`config.mk`:
```
export PLATFORM = sky130hd
export DESIGN_NAME = seven_seg_scan_ctrl_flat
export DESIGN_NICKNAME = d
export VERILOG_FILES = /design/src/rtl/seven_seg_scan_ctrl_if.sv /design/src/rtl/seven_seg_scan_ctrl.sv /design/src/flat_wrapper.sv
export SDC_FILE = /design/constraint.sdc
export NUM_CORES = 1
export LEC_CHECK = 0
export BUFFER_PORTS_ARGS = -buffer_cell sky130_fd_sc_hd__buf_2
export CORE_MARGIN = 10
export CORE_UTILIZATION = 50
export CTS_BUF_LIST = sky130_fd_sc_hd__clkbuf_16
export CTS_CLUSTER_DIAMETER = 120
export DETAILED_ROUTE_END_ITERATION = 7
export MAX_ROUTING_LAYER = met4
export PLACE_DENSITY = 0.73
export SLEW_MARGIN = 15
export SYNTH_ARGS = -nofsm -noshare
export SYNTH_HDL_FRONTEND = slang
export SYNTH_SLANG_ARGS = --single-unit
```
`constraint.sdc`:
```
create_clock -name clk -period 2.6 [get_ports clk]
set_clock_uncertainty 0.2 [all_clocks]
set_input_delay 0.13 -clock clk [delete_from_list [all_inputs] [get_ports clk]]
set_output_delay 0.13 -clock clk [all_outputs]
set_load 0.01 [all_outputs]
```
`src/rtl/seven_seg_scan_ctrl_if.sv`:
```
// Display-word update channel between the ALU result register and the scan controller.
// The producer side drives data/valid; the controller answers with ready.
interface seven_seg_scan_ctrl_if;
    logic [15:0] upd_data;
    logic        upd_valid;
    logic        upd_ready;

    modport master (output upd_data, output upd_valid, input upd_ready);
    modport slave  (input upd_data, input upd_valid, output upd_ready);
endinterface

```
`src/rtl/seven_seg_scan_ctrl.sv`:
```
// Four-digit multiplexed seven-segment scan controller: prescaled refresh, dead-time blanking,
// leading-zero suppression and tear-free display-word updates latched at frame start.
module seven_seg_scan_ctrl #(
    parameter int unsigned PRESC       = 1000,
    parameter int unsigned ON_TICKS    = 4,
    parameter int unsigned BLANK_TICKS = 1
) (
    input  logic                        clk,
    input  logic                        res,
    input  logic                        en,
    input  logic                        lz_en,
    seven_seg_scan_ctrl_if.slave        upd,
    output logic [3:0]                  anodes,
    output logic [3:0]                  nibble,
    output logic [1:0]                  digit_idx,
    output logic                        frame_st
);

    localparam int unsigned PW   = (PRESC > 1) ? $clog2(PRESC) : 1;
    localparam int unsigned TMAX = (ON_TICKS > BLANK_TICKS) ? ON_TICKS : BLANK_TICKS;
    localparam int unsigned TW   = (TMAX > 1) ? $clog2(TMAX) : 1;

    typedef enum logic [1:0] {ST_OFF, ST_BLANK, ST_SHOW} state_t;

    state_t        state_q, state_d;
    logic [1:0]    digit_q, digit_d;
    logic [TW-1:0] tcnt_q, tcnt_d;
    logic [PW-1:0] pcnt_q, pcnt_d;
    logic [15:0]   disp_q, disp_d;
    logic [15:0]   pend_q, pend_d;
    logic          pend_full_q, pend_full_d;
    logic [3:0]    anodes_d, nibble_d;
    logic          tick, fstart, xfer, lit;

    assign upd.upd_ready = ~pend_full_q;
    assign digit_idx     = digit_q;

    always_comb begin
        tick   = en && (state_q != ST_OFF) && (pcnt_q == PW'(PRESC - 1));
        pcnt_d = pcnt_q;
        if (!en || state_q == ST_OFF || tick) pcnt_d = '0;
        else                                  pcnt_d = pcnt_q + 1'b1;

        state_d = state_q;
        digit_d = digit_q;
        tcnt_d  = tcnt_q;
        fstart  = 1'b0;
        if (!en) begin
            state_d = ST_OFF;
            digit_d = '0;
            tcnt_d  = '0;
        end else begin
            case (state_q)
                ST_OFF: begin
                    state_d = ST_BLANK;
                    digit_d = '0;
                    tcnt_d  = '0;
                    fstart  = 1'b1;
                end
                ST_BLANK: if (tick) begin
                    if (tcnt_q == TW'(BLANK_TICKS - 1)) begin
                        state_d = ST_SHOW;
                        tcnt_d  = '0;
                    end else begin
                        tcnt_d = tcnt_q + 1'b1;
                    end
                end
                ST_SHOW: if (tick) begin
                    if (tcnt_q == TW'(ON_TICKS - 1)) begin
                        state_d = ST_BLANK;
                        tcnt_d  = '0;
                        digit_d = digit_q + 2'd1;
                        fstart  = (digit_q == 2'd3);
                    end else begin
                        tcnt_d = tcnt_q + 1'b1;
                    end
                end
                default: begin
                    state_d = ST_OFF;
                    digit_d = '0;
                    tcnt_d  = '0;
                end
            endcase
        end
    end

    // Copy uses the pending word held before this edge, so a same-edge transfer waits a frame.
    always_comb begin
        xfer        = upd.upd_valid && !pend_full_q;
        disp_d      = disp_q;
        pend_d      = pend_q;
        pend_full_d = pend_full_q;
        if (fstart && pend_full_q) begin
            disp_d      = pend_q;
            pend_full_d = 1'b0;
        end
        if (xfer) begin
            pend_d      = upd.upd_data;
            pend_full_d = 1'b1;
        end
    end

    always_comb begin
        lit      = (digit_d == 2'd0) || !lz_en || ((disp_d >> {digit_d, 2'b00}) != '0);
        nibble_d = (state_d == ST_OFF) ? 4'h0 : disp_d[{digit_d, 2'b00} +: 4];
        anodes_d = (state_d == ST_SHOW && lit) ? (4'b0001 << digit_d) : 4'h0;
    end

    always_ff @(posedge clk) begin
        if (res) begin
            state_q     <= ST_BLANK;
            digit_q     <= '0;
            tcnt_q      <= '0;
            pcnt_q      <= '0;
            disp_q      <= '0;
            pend_q      <= '0;
            pend_full_q <= 1'b0;
            anodes      <= '0;
            nibble      <= '0;
            frame_st    <= 1'b0;
        end else begin
            state_q     <= state_d;
            digit_q     <= digit_d;
            tcnt_q      <= tcnt_d;
            pcnt_q      <= pcnt_d;
            disp_q      <= disp_d;
            pend_q      <= pend_d;
            pend_full_q <= pend_full_d;
            anodes      <= anodes_d;
            nibble      <= nibble_d;
            frame_st    <= fstart;
        end
    end

endmodule

```
`src/flat_wrapper.sv`:
```
// flat-port wrapper written by rule: the top's interface ports become plain ports
module seven_seg_scan_ctrl_flat 
#(
    parameter int unsigned PRESC       = 1000,
    parameter int unsigned ON_TICKS    = 4,
    parameter int unsigned BLANK_TICKS = 1
)
  (clk, res, en, lz_en, anodes, nibble, digit_idx, frame_st, upd_upd_data, upd_upd_valid, upd_upd_ready);
  seven_seg_scan_ctrl_if upd_i ();
  input  logic clk;
  input  logic res;
  input  logic en;
  input  logic lz_en;
  output logic [3:0] anodes;
  output logic [3:0] nibble;
  output logic [1:0] digit_idx;
  output logic frame_st;
  input wire logic [$bits(upd_i.upd_data)-1:0] upd_upd_data;
  input wire logic [$bits(upd_i.upd_valid)-1:0] upd_upd_valid;
  output wire logic [$bits(upd_i.upd_ready)-1:0] upd_upd_ready;
  assign upd_i.upd_data = upd_upd_data;
  assign upd_i.upd_valid = upd_upd_valid;
  assign upd_upd_ready = upd_i.upd_ready;
  seven_seg_scan_ctrl #(.PRESC(PRESC), .ON_TICKS(ON_TICKS), .BLANK_TICKS(BLANK_TICKS)) u_core (.clk(clk), .res(res), .en(en), .lz_en(lz_en), .upd(upd_i), .anodes(anodes), .nibble(nibble), .digit_idx(digit_idx), .frame_st(frame_st));
endmodule
```
Word-level counts from Yosys, hierarchy flattened
Index checks and enable logic that the tools add are counted.
- add/sub/neg operators: 3
- equality and inequality tests: 8
- shifts and indexed selects: 3
- multiplexer cells: 22
- bitwise gates (word level): 3
- reductions and logical operators: 24
- operators with widths (cell ; number):
    2-bit 2-to-1 mux ; 12
    16-bit 2-to-1 mux ; 1
    16-bit nonzero test ; 1
    16-bit by 5-bit indexed part select with 4-bit output ; 1
    16-bit by 4-bit right shift with 16-bit output ; 1
    10-bit by 1-bit adder with 10-bit output, second input constant ; 1
    10-bit equality test, second input constant ; 1
    2-bit equality test, second input constant ; 4
    2-bit zero test ; 4
    2-bit one-hot mux with 2 select lines ; 2
    2-bit OR reduction ; 4
    2-bit one-hot mux with 3 select lines ; 1
    1-bit logical AND ; 5
    1-bit 2-to-1 mux ; 5
    2-bit by 1-bit adder with 2-bit output, second input constant ; 2
    1-bit logical OR ; 4
    2-bit by 1-bit != test with 1-bit output, second input constant ; 2
    2-bit nonzero test ; 2
    1-bit by 2-bit << shifter with 4-bit output, first input constant ; 1
    1-bit zero test ; 3
    1-bit inverter ; 3
    2-bit by 1-bit equality test with 1-bit output, second input constant ; 1
    1-bit one-hot mux with 2 select lines ; 1
    2-bit AND reduction ; 1
- register bits: 58
- bits of input ports: 21
- output and inout port bits: 12
- word-level logic and storage cells: 73

Depth between registers and ports, before layout
Gate-level depths: netlist of run 1.
- depth in word-level cells: 14
- depth in mapped cells: 12

Least setup slack after synthesis of run 1
Ideal clock, no wire load.
- path type: register to register
- from: register u_core.state_q[0]
- to: register u_core.anodes[2]
- library setup time: 0.131 ns
- data arrival time: 2.338 ns
- setup slack: -0.069 ns
- stages on the path, launching flop included: 12
- path buffers: 1
- clock period less this slack: 2.669 ns
- cell sequence: dfxtp_1 > inv_1 > ha_1 > and2_1 > a41oi_2 > or2_1 > buf_6 > mux2_4 > a2bb2o_2 > a221oi_2 > nor4b_2 > nor3b_1
- cells in the longest elaborated chain, start to end: 14
- ends and longest elaborated chain (element ; line ; source):
    from (decl) ; seven_seg_scan_ctrl.sv:25 ; state_t state_q, state_d;
    from (signal assigned) ; seven_seg_scan_ctrl.sv:122 ; state_q <= state_d;
    2-bit nonzero test ; seven_seg_scan_ctrl.sv:39 ; tick = en && (state_q != ST_OFF) && (pcnt_q == PW'(PRESC - 1));
    1-bit logical AND (2 in a row) ; seven_seg_scan_ctrl.sv:39 ;
    1-bit 2-to-1 mux ; seven_seg_scan_ctrl.sv:68 ; ST_SHOW: if (tick) begin
    1-bit one-hot mux with 2 select lines ; seven_seg_scan_ctrl.sv:53 ; case (state_q)
    1-bit 2-to-1 mux ; seven_seg_scan_ctrl.sv:48 ; if (!en) begin
    1-bit logical AND ; seven_seg_scan_ctrl.sv:93 ; if (fstart && pend_full_q) begin
    16-bit 2-to-1 mux ; seven_seg_scan_ctrl.sv:93 ;
    16-bit by 4-bit right shift with 16-bit output ; seven_seg_scan_ctrl.sv:104 ; lit = (digit_d == 2'd0) || !lz_en || ((disp_d >> {digit_d, 2'b00}) != '0);
    16-bit nonzero test ; seven_seg_scan_ctrl.sv:104 ;
    1-bit logical OR ; seven_seg_scan_ctrl.sv:104 ;
    1-bit logical AND ; seven_seg_scan_ctrl.sv:106 ; anodes_d = (state_d == ST_SHOW && lit) ? (4'b0001 << digit_d) : 4'h0;
    1-bit inverter (no source line) ; -- ;
    2-bit OR reduction (no source line) ; -- ;
    to (signal assigned) ; seven_seg_scan_ctrl.sv:129 ; anodes <= anodes_d;
    to (decl) ; seven_seg_scan_ctrl.sv:13 ; output logic [3:0] anodes,
Several ways; a longest one is shown, not always the timed one.
A chain may end at the register's enable or synchronous reset.

Worst setup path in the final report of run 1
- from: register u_core.state_q[0]
- to: register u_core.anodes[3]
The elaborated chain is that of the path after synthesis.

==> results of run 1 <==
==> kinds of logic (layout without fill, tap and decap cells) <==
| kind of cell | after synthesis | count (layout) | share of synthesized area (%) |
|---|---|---|---|
| XOR/XNOR | 6 | 6 | 2.037 |
| adder cells (fa/ha/maj) | 9 | 9 | 4.365 |
| multiplexers | 13 | 13 | 5.432 |
| flip-flops | 58 | 58 | 45.00 |
| AO/OA/AOI/OAI | 52 | 52 | 13.58 |
| buffers and inverters | 17 | 115 | 2.861 |
| AND/OR/NAND/NOR | 141 | 141 | 26.72 |
==> cell usage in the layout (no fill, tap or decap), types with 6 or more instances in the layout <==
| cell | synthesis | routed |
|---|---|---|
| sky130_fd_sc_hd__buf_2 | 2 | 32 |
| sky130_fd_sc_hd__a21oi_1 | 27 | 27 |
| sky130_fd_sc_hd__inv_1 | 7 | 6 |
| sky130_fd_sc_hd__buf_4 | 0 | 41 |
| sky130_fd_sc_hd__clkbuf_16 | 0 | 9 |
| sky130_fd_sc_hd__dlygate4sd3_1 | 0 | 17 |
| sky130_fd_sc_hd__nand3_1 | 10 | 10 |
| sky130_fd_sc_hd__dfxtp_1 | 58 | 53 |
| sky130_fd_sc_hd__mux2i_1 | 11 | 8 |
| sky130_fd_sc_hd__nor2_1 | 31 | 29 |
| sky130_fd_sc_hd__nand2_1 | 55 | 55 |
==> where the power goes <==
group	total, uW	switching, uW	internal [uW]
clock network	1130	399	729
logic	176	89.8	85.9
registers	929	17.9	911
==> worst max-delay path: stages, from the launching register on <==
cell and delay (ns):
sky130_fd_sc_hd__dfxtp_4 0.37, sky130_fd_sc_hd__inv_4 0.05, sky130_fd_sc_hd__ha_4 0.17, sky130_fd_sc_hd__nor3b_4 0.24, sky130_fd_sc_hd__nand4_1 0.18, sky130_fd_sc_hd__a32oi_2 0.26, sky130_fd_sc_hd__buf_6 0.16, sky130_fd_sc_hd__and2b_2 0.27
sky130_fd_sc_hd__a221oi_4 0.32, sky130_fd_sc_hd__nor4b_4 0.09, sky130_fd_sc_hd__nor4_2 0.27
==> sequential cells by signal, summed over array words and instances (netlist names) <==
name / flops
u_core.pend_full_q: 1
u_core.tcnt_q: 2
u_core.anodes: 4
u_core.state_q: 2
u_core.frame_st: 1
u_core.nibble: 4
u_core.pend_q: 16
u_core.digit_idx: 2
u_core.disp_q: 16
u_core.pcnt_q: 10
==> metal layers <==
| metal | wire (um) | up-vias | part of all wire (%) | global-route usage, % |
|---|---|---|---|---|
| li1 | - | 1227 | - | - |
| met1 | 3209 | 1168 | 45 | 19.84 |
| met2 | 3415 | 80 | 48 | 26.84 |
| met3 | 341 | 14 | 4.8 | 3.504 |
| met4 | 148 | 0 | 2.1 | 7.198 |
| met5 | 0 | - | 0 | - |
==> final timing paths <==
check                          from                to  cells after the start
setup / recovery  u_core.state_q[0]  u_core.anodes[3]                     10
setup reg to reg  u_core.state_q[0]  u_core.anodes[3]                     10
hold reg to reg    u_core.pend_q[7]  u_core.pend_q[7]                      2
hold / removal                   en   u_core.frame_st                      3
==> timing repair <==
action,4_1_cts,5_1_grt
setup buffers,4,6
hold buffers,17,0
resized for setup,30,17
endpoints found under the hold margin,17,0
pin swaps,10,8
gates cloned,0,0
setup endpoints to repair,3,5
==> cell type report <==
class,count,area (um2)
Sequential cell,58,1172
Inverter,7,31.28
Tap cell,70,87.58
Multi-Input combinational cell,221,1562
Clock buffer,9,225.2
Timing Repair Buffer,92,660.6
Clock inverter,7,61.31
Fill cell,360,1242
==> Yosys cell counts (3+ instances only) <==
master / number / area (um2)
sky130_fd_sc_hd__a21oi_1: 27 / 135.1
sky130_fd_sc_hd__a31oi_1: 3 / 18.77
sky130_fd_sc_hd__and2_1: 4 / 25.02
sky130_fd_sc_hd__and3_1: 5 / 31.28
sky130_fd_sc_hd__clkbuf_1: 6 / 22.52
sky130_fd_sc_hd__dfxtp_1: 58 / 1161
sky130_fd_sc_hd__ha_1: 9 / 112.6
sky130_fd_sc_hd__inv_1: 7 / 26.28
sky130_fd_sc_hd__mux2i_1: 11 / 110.1
sky130_fd_sc_hd__nand2_1: 55 / 206.5
sky130_fd_sc_hd__nand2b_1: 5 / 31.28
sky130_fd_sc_hd__nand3_1: 10 / 50.05
sky130_fd_sc_hd__nor2_1: 31 / 116.4
sky130_fd_sc_hd__nor2b_1: 3 / 18.77
sky130_fd_sc_hd__nor3_1: 4 / 20.02
sky130_fd_sc_hd__nor4_1: 5 / 31.28
sky130_fd_sc_hd__o21ai_0: 3 / 15.01
sky130_fd_sc_hd__or3_1: 4 / 25.02
sky130_fd_sc_hd__xor2_1: 4 / 35.03
==> metrics by stage <==
stage	worst slack, ns	instance area (um2)
after floorplan	0.001450	2586
after global placement	-0.02075	3032
after detailed placement	-0.1566	3032
after CTS	-0.04755	3657
after global routing	-0.2011	3800
final	-0.07965	3800
==> qor.log, run 1 <==
INFO  sta            period_needed=2.680ns
INFO  sta            rsz0062_at_grt=yes
INFO  power          p_per_area=587.4mW/mm2
INFO  min_path       min_path_type=in2reg
INFO  synthesis      post_synth_inst_count=296
INFO  synthesis      ys_dominant_reg_cell=sky130_fd_sc_hd__dfxtp_1
INFO  placed_design  port-buffer-count=32
INFO  finish         stdcell_count=464
INFO  run_status     status=complete, but fails checks
INFO  floorplanning  ios=33
INFO  clock_tree     cts_sinks=58
INFO  floorplanning  initial_utilization=51.17%
INFO  clock_tree     clock_path_buffers=2
INFO  finish         final_core_utilization=75.36%
INFO  synthesis      synth_sequential_area_ratio=45.00%
INFO  global_route   grt_overflow_total=0
INFO  global_route   first_pass_grt_wire_length=11.39mm
INFO  synthesis      syn-mean-instance-area=8.716um2
INFO  global_route   number_of_antenna_violations_at_the_first_check_in_global_routing=0
INFO  drt            remaining_drc_errors=0
INFO  synthesis      synth_edf_count=0
INFO  drt            drtAntennaViolNets=0
INFO  drt            detail_route.first_pass.iterations=4
INFO  floorplanning  core_region_area=0.005042mm2
INFO  clock_tree     root_buffer=sky130_fd_sc_hd__clkbuf_16
INFO  global_route   global_route.usage.total=16.70%
INFO  power          ir_worst_vdd=0.0003823V
INFO  run_status     failed_checks=negative setup slack
INFO  clock_tree     cts.clk_slew.worst_paths=0.05ns
INFO  sta            layout_worst_path_cycle_share=103.1%
INFO  floorplanning  vertical_die_dimension=91.83um
INFO  drt            total_via_count_in_the_routed_design=2489
INFO  clock_tree     cts_inserted_buffers=9
INFO  worst_setup_path worst_path_required_time=2.64ns
INFO  sta            hold_violations=0
INFO  worst_setup_path critPathMaxFanout=6
INFO  worst_setup_path criticalPathCategory=reg2reg
INFO  power          power.static_leakage=0.001670uW
INFO  worst_setup_path endpoint_kind=flop
INFO  finish         n_antenna_cell=0
INFO  synthesis      async_flop_share=0%
INFO  sta            finalSetupViolCount=3
INFO  clock_tree     clk_latency=0.33ns
INFO  drt            avg_wl_per_cell=15.33um
INFO  sta            max_clock_freq=373.2MHz
INFO  placed_design  dp.cells=421
INFO  synthesis      synthDistinctLibCells=48
INFO  placed_design  routabilityCongestion=0.8936
INFO  sta            fin_worst_hold_slack=0.05123ns
INFO  drt            total_wire_length=7.115mm
INFO  floorplanning  die_w=91.83um
INFO  synthesis      yosys_warnings=0
INFO  synthesis      synth.net_count=326
INFO  sta            slew_violations=0
INFO  job            maxcap_violations=0
INFO  synthesis      register_bit_total_from_synthesis=58
INFO  sta            setup_tns=-0.2123ns
INFO  global_route   first_global_vias=2408
INFO  drt            detail_route.vias_per_cell=5.364
INFO  finish         final_layout_size_suffix_gt1_share=33.25%
INFO  clock_tree     cts_tree=done
INFO  placed_design  detailedPlacementHpwl=4.557mm
INFO  worst_setup_path worst_ep_arrival_time=2.72ns
INFO  sta            worstMarginPinSlew=0.7410ns
INFO  drt            first_iter_violations=156
INFO  synthesis      mappedNetlistArea=0.002580mm2
INFO  sta            slew_headroom=50.60%
INFO  sta            setup_ws=-0.07965ns
INFO  floorplanning  die-area=0.008433mm2
INFO  finish         finalNetCount=419
INFO  floorplanning  placement_rows=26
INFO  worst_setup_path startpoint_type=flop
INFO  power          power.total=2232uW
INFO  finish         area_delta_synth_final=47.28%
INFO  worst_setup_path timing.reg2reg.setup_slack=-0.08ns
INFO  clock_tree     ctsHtreeMaxLevel=3
INFO  global_route   maximum_number_of_pins_on_one_net_before_global_route_repair=41
(Power assumes the default switching activity.)
==> run 2: changes to the inputs <==
- BUFFER_PORTS_ARGS: -buffer_cell sky130_fd_sc_hd__buf_2 -> -buffer_cell sky130_fd_sc_hd__clkbuf_2
- CTS_CLUSTER_DIAMETER: 120 -> 200
==> run 2 against run 1 <==
The run still ends with negative setup slack left. Critical path type unchanged. Register-to-register slack better by 0.02 ns. Wire length fell by 6.2%. Power down 1.9%. Sequential cell count stayed put. Via count shrank 3.7%. Die area stayed put.
==> qor.log, run 2 (synthesis results as in run 1) <==
INFO  run_status     status=complete, but fails checks
INFO  run_status     failed_checks=negative setup slack
INFO  sta            setup_ws=-0.05738ns [+0.02227 ns]
INFO  clock_tree     cts.clk_slew.worst_paths=0.05ns [about the same]
INFO  clock_tree     clock_path_buffers=2 [unchanged]
INFO  finish         n_antenna_cell=0 [unchanged]
INFO  finish         most_frequent_cells_in_the_layout=55 x sky130_fd_sc_hd__nand2_1, 52 x sky130_fd_sc_hd__dfxtp_1, 39 x sky130_fd_sc_hd__buf_4
INFO  worst_setup_path worst_setup_path_startpoint=u_core.state_q[0]
INFO  drt            detail_route.vias_per_cell=5.190 [-3.2%]
INFO  floorplanning  vertical_die_dimension=91.83um [unchanged]
INFO  finish         fillerInstances=377 [+4.7%]
INFO  worst_setup_path rr_startpoint=u_core.state_q[0]
INFO  drt            total_via_count_in_the_routed_design=2398 [-3.7%]
INFO  global_route   first_global_vias=2359 [-2.0%]
INFO  global_route   number_of_antenna_violations_at_the_first_check_in_global_routing=0 [unchanged]
INFO  finish         stdcell_count=462 [-0.43%]
INFO  sta            period_needed=2.657ns [-0.02227 ns]
INFO  power          p_per_area=589.9mW/mm2 [+0.43%]
INFO  worst_setup_path endpoint_kind=flop
INFO  drt            remaining_drc_errors=0 [unchanged]
INFO  floorplanning  initial_utilization=51.17% [unchanged]
INFO  sta            hold_violations=0 [unchanged]
INFO  sta            finalSetupViolCount=1 [-2]
INFO  job            maxcap_violations=0 [unchanged]
INFO  sta            slew_headroom=66.35% [+16 points]
INFO  worst_setup_path critPathMaxFanout=5 [-1]
INFO  finish         final_core_utilization=73.62% [-1.7 points]
INFO  clock_tree     cts_sinks=58 [unchanged]
INFO  floorplanning  die_w=91.83um [unchanged]
INFO  placed_design  detailedPlacementHpwl=4.456mm [-2.2%]
INFO  finish         final_layout_size_suffix_gt1_share=31.38% [-1.9 points]
INFO  global_route   first_pass_grt_wire_length=10.56mm [-7.3%]
INFO  placed_design  port-buffer-count=32 [unchanged]
INFO  worst_setup_path criticalPathCategory=reg2reg
INFO  power          power.static_leakage=0.001630uW [-2.4%]
INFO  clock_tree     cts_inserted_buffers=9 [unchanged]
INFO  worst_setup_path worst_path_required_time=2.62ns [-0.02 ns]
INFO  finish         area_delta_synth_final=43.89%
INFO  finish         mostFrequentLayoutCell=sky130_fd_sc_hd__nand2_1
INFO  worst_setup_path timing.reg2reg.setup_slack=-0.06ns [+0.02 ns]
INFO  global_route   maximum_number_of_pins_on_one_net_before_global_route_repair=32 [-22%]
INFO  floorplanning  ios=33 [unchanged]
INFO  drt            drtAntennaViolNets=0 [unchanged]
INFO  sta            fin_worst_hold_slack=0.06627ns [+0.01504 ns]
INFO  worst_setup_path ff2ff_path_depth=10 [unchanged]
INFO  clock_tree     ctsHtreeMaxLevel=3 [unchanged]
INFO  finish         finalNetCount=417 [-0.48%]
INFO  sta            max_clock_freq=376.3MHz [+0.84%]
INFO  sta            worstMarginPinSlew=0.5036ns [-0.2374 ns]
INFO  sta            layout_worst_path_cycle_share=102.2% [-0.86 points]
INFO  clock_tree     cts_tree=done
INFO  min_path       min_path_type=in2reg
INFO  worst_setup_path worst_ep_arrival_time=2.68ns [-0.04 ns]
INFO  worst_setup_path reg2reg_to=u_core.anodes[3]
INFO  sta            rsz0062_at_grt=yes
INFO  finish         top_regs=u_core.disp_q (16), u_core.pend_q (16), u_core.pcnt_q (10)
INFO  clock_tree     root_buffer=sky130_fd_sc_hd__clkbuf_16
INFO  floorplanning  placement_rows=26 [unchanged]
INFO  power          ir_worst_vdd=0.0003970V [+3.8%]
INFO  global_route   grt_overflow_total=0 [unchanged]
INFO  drt            total_wire_length=6.675mm [-6.2%]
INFO  worst_setup_path critical_path.endpoint=u_core.anodes[3]
INFO  floorplanning  die-area=0.008433mm2 [unchanged]
INFO  floorplanning  core_region_area=0.005042mm2 [unchanged]
INFO  drt            detail_route.first_pass.iterations=4 [unchanged]
INFO  drt            first_iter_violations=136 [-13%]
INFO  drt            avg_wl_per_cell=14.45um [-5.8%]
INFO  global_route   global_route.usage.total=15.84% [-0.87 points]
INFO  clock_tree     clk_latency=0.32ns [about the same]
INFO  worst_setup_path startpoint_type=flop
INFO  sta            slew_violations=0 [unchanged]
INFO  placed_design  dp.cells=419 [-0.48%]
INFO  placed_design  routabilityCongestion=0.8935 [about the same]
[run 2: report_power, final]
group	internal (uW)	total [uW]	switching [uW]
logic	87.8	175	86.9
registers	912	928	16.5
clock network	719	1090	368
total	1720	2190	471
[run 2: how the worst min path moves through the flow]
stage,from,slack (ns),to,cells after the start
6_report,en,0.07,u_core.frame_st,3
5_1_grt,en,0.06,u_core.frame_st,3
4_1_cts,en,0.02,u_core.frame_st,3
3_5_place_dp,upd_upd_data[1],0.16,u_core.pend_q[1],3
3_3_place_gp,upd_upd_data[12],0.15,u_core.pend_q[12],3
2_1_floorplan,upd_upd_data[0],0.07,u_core.pend_q[0],2
[run 2: cell type report]
cell class                      count  area, um2  share of cell area [%]
Multi-Input combinational cell    221       1504                   40.51
Sequential cell                    58       1171                   31.55
Timing Repair Buffer               90      644.4                   17.36
Clock buffer                        9      225.2                   6.067
Tap cell                           70      87.58                   2.359
Clock inverter                      7      53.80                   1.449
Inverter                            7      26.28                  0.7078
[run 2: worst max-delay path, cell delays in order, from the launching register on]
cell and delay [ns]:
sky130_fd_sc_hd__dfxtp_2 0.32, sky130_fd_sc_hd__buf_4 0.14, sky130_fd_sc_hd__ha_4 0.16, sky130_fd_sc_hd__nor3b_2 0.20, sky130_fd_sc_hd__nand4_1 0.15, sky130_fd_sc_hd__a32oi_2 0.26, sky130_fd_sc_hd__buf_4 0.17, sky130_fd_sc_hd__and2b_2 0.26
sky130_fd_sc_hd__a221oi_4 0.30, sky130_fd_sc_hd__nor4b_4 0.10, sky130_fd_sc_hd__nor4_1 0.29
[run 2: timing repair]
action	CTS	global route
hold buffers	18	0
buffers inserted	7	3
hold endpoints to repair	24	0
pin swaps	4	12
endpoints found under the setup margin	3	4
gates resized for setup	12	24
[run 2: metrics by stage]
step	power (uW)	TNS (ns)	setup slack, ns	area, um2
after floorplan	1021	0	0.001450	2586
after global placement	1074	-0.02623	-0.01300	3017
after CTS	2195	0	0.001484	3576
after global routing	2270	-0.4792	-0.1999	3712
after detailed placement	1076	-0.2702	-0.09894	3017
final	2190	-0.05738	-0.05738	3712
[run 2: metal layers]
metal  global-route usage [%]  routed length [um]  vias to the layer above
met5                        -                   0                        -
met4                    6.555                 102                        0
met3                    4.564                 362                       11
met2                    26.13                3253                       63
met1                    17.62                2958                     1109
li1                         -                   -                     1215
==> run 3: changes to the inputs <==
- SKIP_LAST_GASP: default -> 1
==> run 3 against run 2 <==
The run still ends with negative setup slack left. Via count shrank 0.54%. Combinational power about the same. Maximum frequency grew 2.1%. Power hardly changed. Register-to-register slack improved by 0.05 ns. Utilization down 0.12 points. Largest power group unchanged.
==> qor.log, run 3 (synthesis results as in run 1) <==
INFO  clock_tree     root_buffer=sky130_fd_sc_hd__clkbuf_16
INFO  finish         fillerInstances=378 [+0.27%]
INFO  worst_setup_path criticalPathCategory=reg2reg
INFO  power          p_seq_share=42.4% [about the same]
INFO  clock_tree     cts_inserted_buffers=9 [unchanged]
INFO  run_status     failed_checks=negative setup slack
INFO  clock_tree     clk_latency=0.32ns [about the same]
INFO  worst_setup_path cpPeakStageDelay=0.34ns [+0.02 ns]
INFO  worst_setup_path path_common_cell=sky130_fd_sc_hd__buf_4
INFO  floorplanning  ios=33 [unchanged]
INFO  sta            setup_tns=-0.003588ns [+0.05379 ns]
INFO  finish         finalNetCount=416 [-0.24%]
INFO  placed_design  port-buffer-count=32 [unchanged]
INFO  power          p_int=1720uW [about the same]
INFO  global_route   first_global_vias=2361 [+0.085%]
INFO  power          ir_worst_vdd=0.0003991V [+0.54%]
INFO  placed_design  detailedPlacementHpwl=4.456mm [unchanged]
INFO  global_route   grt_overflow_total=0 [unchanged]
INFO  clock_tree     cts.clk_slew.worst_paths=0.05ns [about the same]
INFO  floorplanning  placement_rows=26 [unchanged]
INFO  sta            period_needed=2.604ns [-0.05379 ns]
INFO  finish         finish.instance_area=0.003706mm2 [-0.17%]
INFO  worst_setup_path critical_path.cell_chain=inv_1 > ha_4 > nand2b_4 > nor4_4 > buf_4 > a21oi_2 > buf_4 > and2b_2 > a221oi_4 > nor4b_4 > nor4_1
INFO  worst_setup_path critPathMaxFanout=7 [+2]
INFO  drt            remaining_drc_errors=0 [unchanged]
INFO  power          clock_power_share=49.7% [about the same]
INFO  placed_design  dp.cells=419 [unchanged]
INFO  placed_design  routabilityCongestion=0.8935 [unchanged]
INFO  floorplanning  vertical_die_dimension=91.83um [unchanged]
INFO  sta            slew_headroom=66.50% [+0.16 points]
INFO  worst_setup_path cp_num_buf_inv=3 [+1]
INFO  placed_design  postPlaceCellArea=0.003017mm2 [unchanged]
INFO  power          net-switching-power=470.6uW [-0.15%]
INFO  finish         final_layout_size_suffix_gt1_share=30.69% [-0.69 points]
INFO  global_route   global_route.usage.total=15.84% [unchanged]
INFO  worst_setup_path worst_path_required_time=2.63ns [about the same]
INFO  clock_tree     cts_tree=done
INFO  floorplanning  core_region_area=0.005042mm2 [unchanged]
INFO  drt            detail_route.first_pass.iterations=4 [unchanged]
INFO  worst_setup_path endpoint_kind=flop
INFO  finish         mostFrequentLayoutCell=sky130_fd_sc_hd__nand2_1
INFO  sta            fin_worst_hold_slack=0.03997ns [-0.02631 ns]
INFO  worst_setup_path startpoint_type=flop
INFO  floorplanning  die-area=0.008433mm2 [unchanged]
INFO  sta            finalSetupViolCount=1 [unchanged]
INFO  finish         stdcell_count=461 [-0.22%]
INFO  power          power_switching_share=21.48% [-0.042 points]
INFO  job            maxcap_violations=0 [unchanged]
INFO  sta            rsz0062_at_grt=yes
INFO  sta            layout_worst_path_cycle_share=100.1% [-2.1 points]
INFO  sta            worstMarginPinSlew=0.5012ns [-0.002328 ns]
INFO  floorplanning  die_w=91.83um [unchanged]
INFO  drt            total_via_count_in_the_routed_design=2385 [-0.54%]
INFO  sta            setup_ws=-0.003588ns [+0.05379 ns]
INFO  drt            avg_wl_per_cell=14.37um [-0.55%]
INFO  drt            total_wire_length=6.624mm [-0.76%]
INFO  finish         most_frequent_cells_in_the_layout=55 x sky130_fd_sc_hd__nand2_1, 54 x sky130_fd_sc_hd__dfxtp_1, 38 x sky130_fd_sc_hd__buf_4
INFO  global_route   maximum_number_of_pins_on_one_net_before_global_route_repair=32 [unchanged]
INFO  power          power.static_leakage=0.001632uW [about the same]
INFO  global_route   number_of_antenna_violations_at_the_first_check_in_global_routing=0 [unchanged]
INFO  worst_setup_path worst_ep_arrival_time=2.63ns [-0.05 ns]
INFO  clock_tree     ctsHtreeMaxLevel=3 [unchanged]
INFO  clock_tree     clock_path_buffers=2 [unchanged]
INFO  power          power.total=2191uW [about the same]
INFO  run_status     status=complete, but fails checks
INFO  min_path       min_path_type=in2reg
INFO  drt            drtAntennaViolNets=0 [unchanged]
INFO  sta            max_clock_freq=384.1MHz [+2.1%]
INFO  sta            hold_violations=0 [unchanged]
INFO  finish         top_regs=u_core.disp_q (16), u_core.pend_q (16), u_core.pcnt_q (10)
INFO  drt            first_iter_violations=90 [-34%]
INFO  finish         n_antenna_cell=0 [unchanged]
INFO  sta            slew_violations=0 [unchanged]
INFO  global_route   first_pass_grt_wire_length=10.56mm [about the same]
INFO  finish         area_delta_synth_final=43.65%
INFO  power          p_per_area=591.2mW/mm2 [+0.21%]
INFO  power          comb_pwr_share=7.9% [about the same]
INFO  clock_tree     cts_sinks=58 [unchanged]
INFO  worst_setup_path timing.critical_path.slowest_stage_cell=sky130_fd_sc_hd__dfxtp_2
INFO  drt            detail_route.vias_per_cell=5.174 [-0.33%]
INFO  floorplanning  initial_utilization=51.17% [unchanged]
INFO  worst_setup_path worst_path_dominant_cell_family=simple AND/OR/NAND/NOR gates
[run 3: power groups by stage]
stage / sequential, uW / clock [uW] / combinational (uW)
2_1_floorplan: 941 / 0 / 80.4
3_3_place_gp: 944 / 0 / 131
3_5_place_dp: 945 / 0 / 131
4_1_cts: 928 / 1100 / 165
5_1_grt: 930 / 1150 / 193
6_report: 929 / 1090 / 174
[run 3: repair_timing]
action,4_1_cts,5_1_grt
resized for setup,11,23
hold endpoints to repair,24,0
pin swaps,4,9
endpoints found under the setup margin,3,5
cloned,0,0
hold buffers,18,0
buffers inserted,7,1
[run 3: per-stage QoR]
stage	setup WS (ns)	util, %
after global routing	-0.1737	73.50
after CTS	-0.0008640	70.87
after detailed placement	-0.09894	59.83
after floorplan	0.001450	-
after global placement	-0.01300	59.83
final	-0.003588	73.50
[run 3: per-layer routing]
layer	vias to the layer above	GRT usage, %	routed length, um
met2	49	26.07	3237
met3	15	4.564	286
met4	0	6.555	114
met1	1111	17.66	2985
li1	1210	-	-
met5	-	-	0
[run 3: worst min-delay path: stages]
cell	delay [ns]
sky130_fd_sc_hd__clkbuf_2	0.17
sky130_fd_sc_hd__nand2b_1	0.16
sky130_fd_sc_hd__nor2_1	0.05
[run 3: final timing paths]
check | slack (ns) | start | cells after the start | end
setup / recovery | -0.004 | u_core.state_q[1] | 11 | u_core.anodes[3]
hold / removal | 0.04 | en | 3 | u_core.frame_st
setup reg to reg | -0.004 | u_core.state_q[1] | 11 | u_core.anodes[3]
hold reg to reg | 0.26 | u_core.pend_q[3] | 2 | u_core.pend_q[3]
[run 3: cell type report]
| type | count | area [um2] | share of cell area (%) |
|---|---|---|---|
| multi-input combinational | 221 | 1510 | 40.75 |
| sequential | 58 | 1166 | 31.47 |
| timing repair buffer | 89 | 636.9 | 17.18 |
| clock buffer | 9 | 225.2 | 6.077 |
| tap | 70 | 87.58 | 2.363 |
| clock inverter | 7 | 53.80 | 1.452 |
| inverter | 7 | 26.28 | 0.7090 |
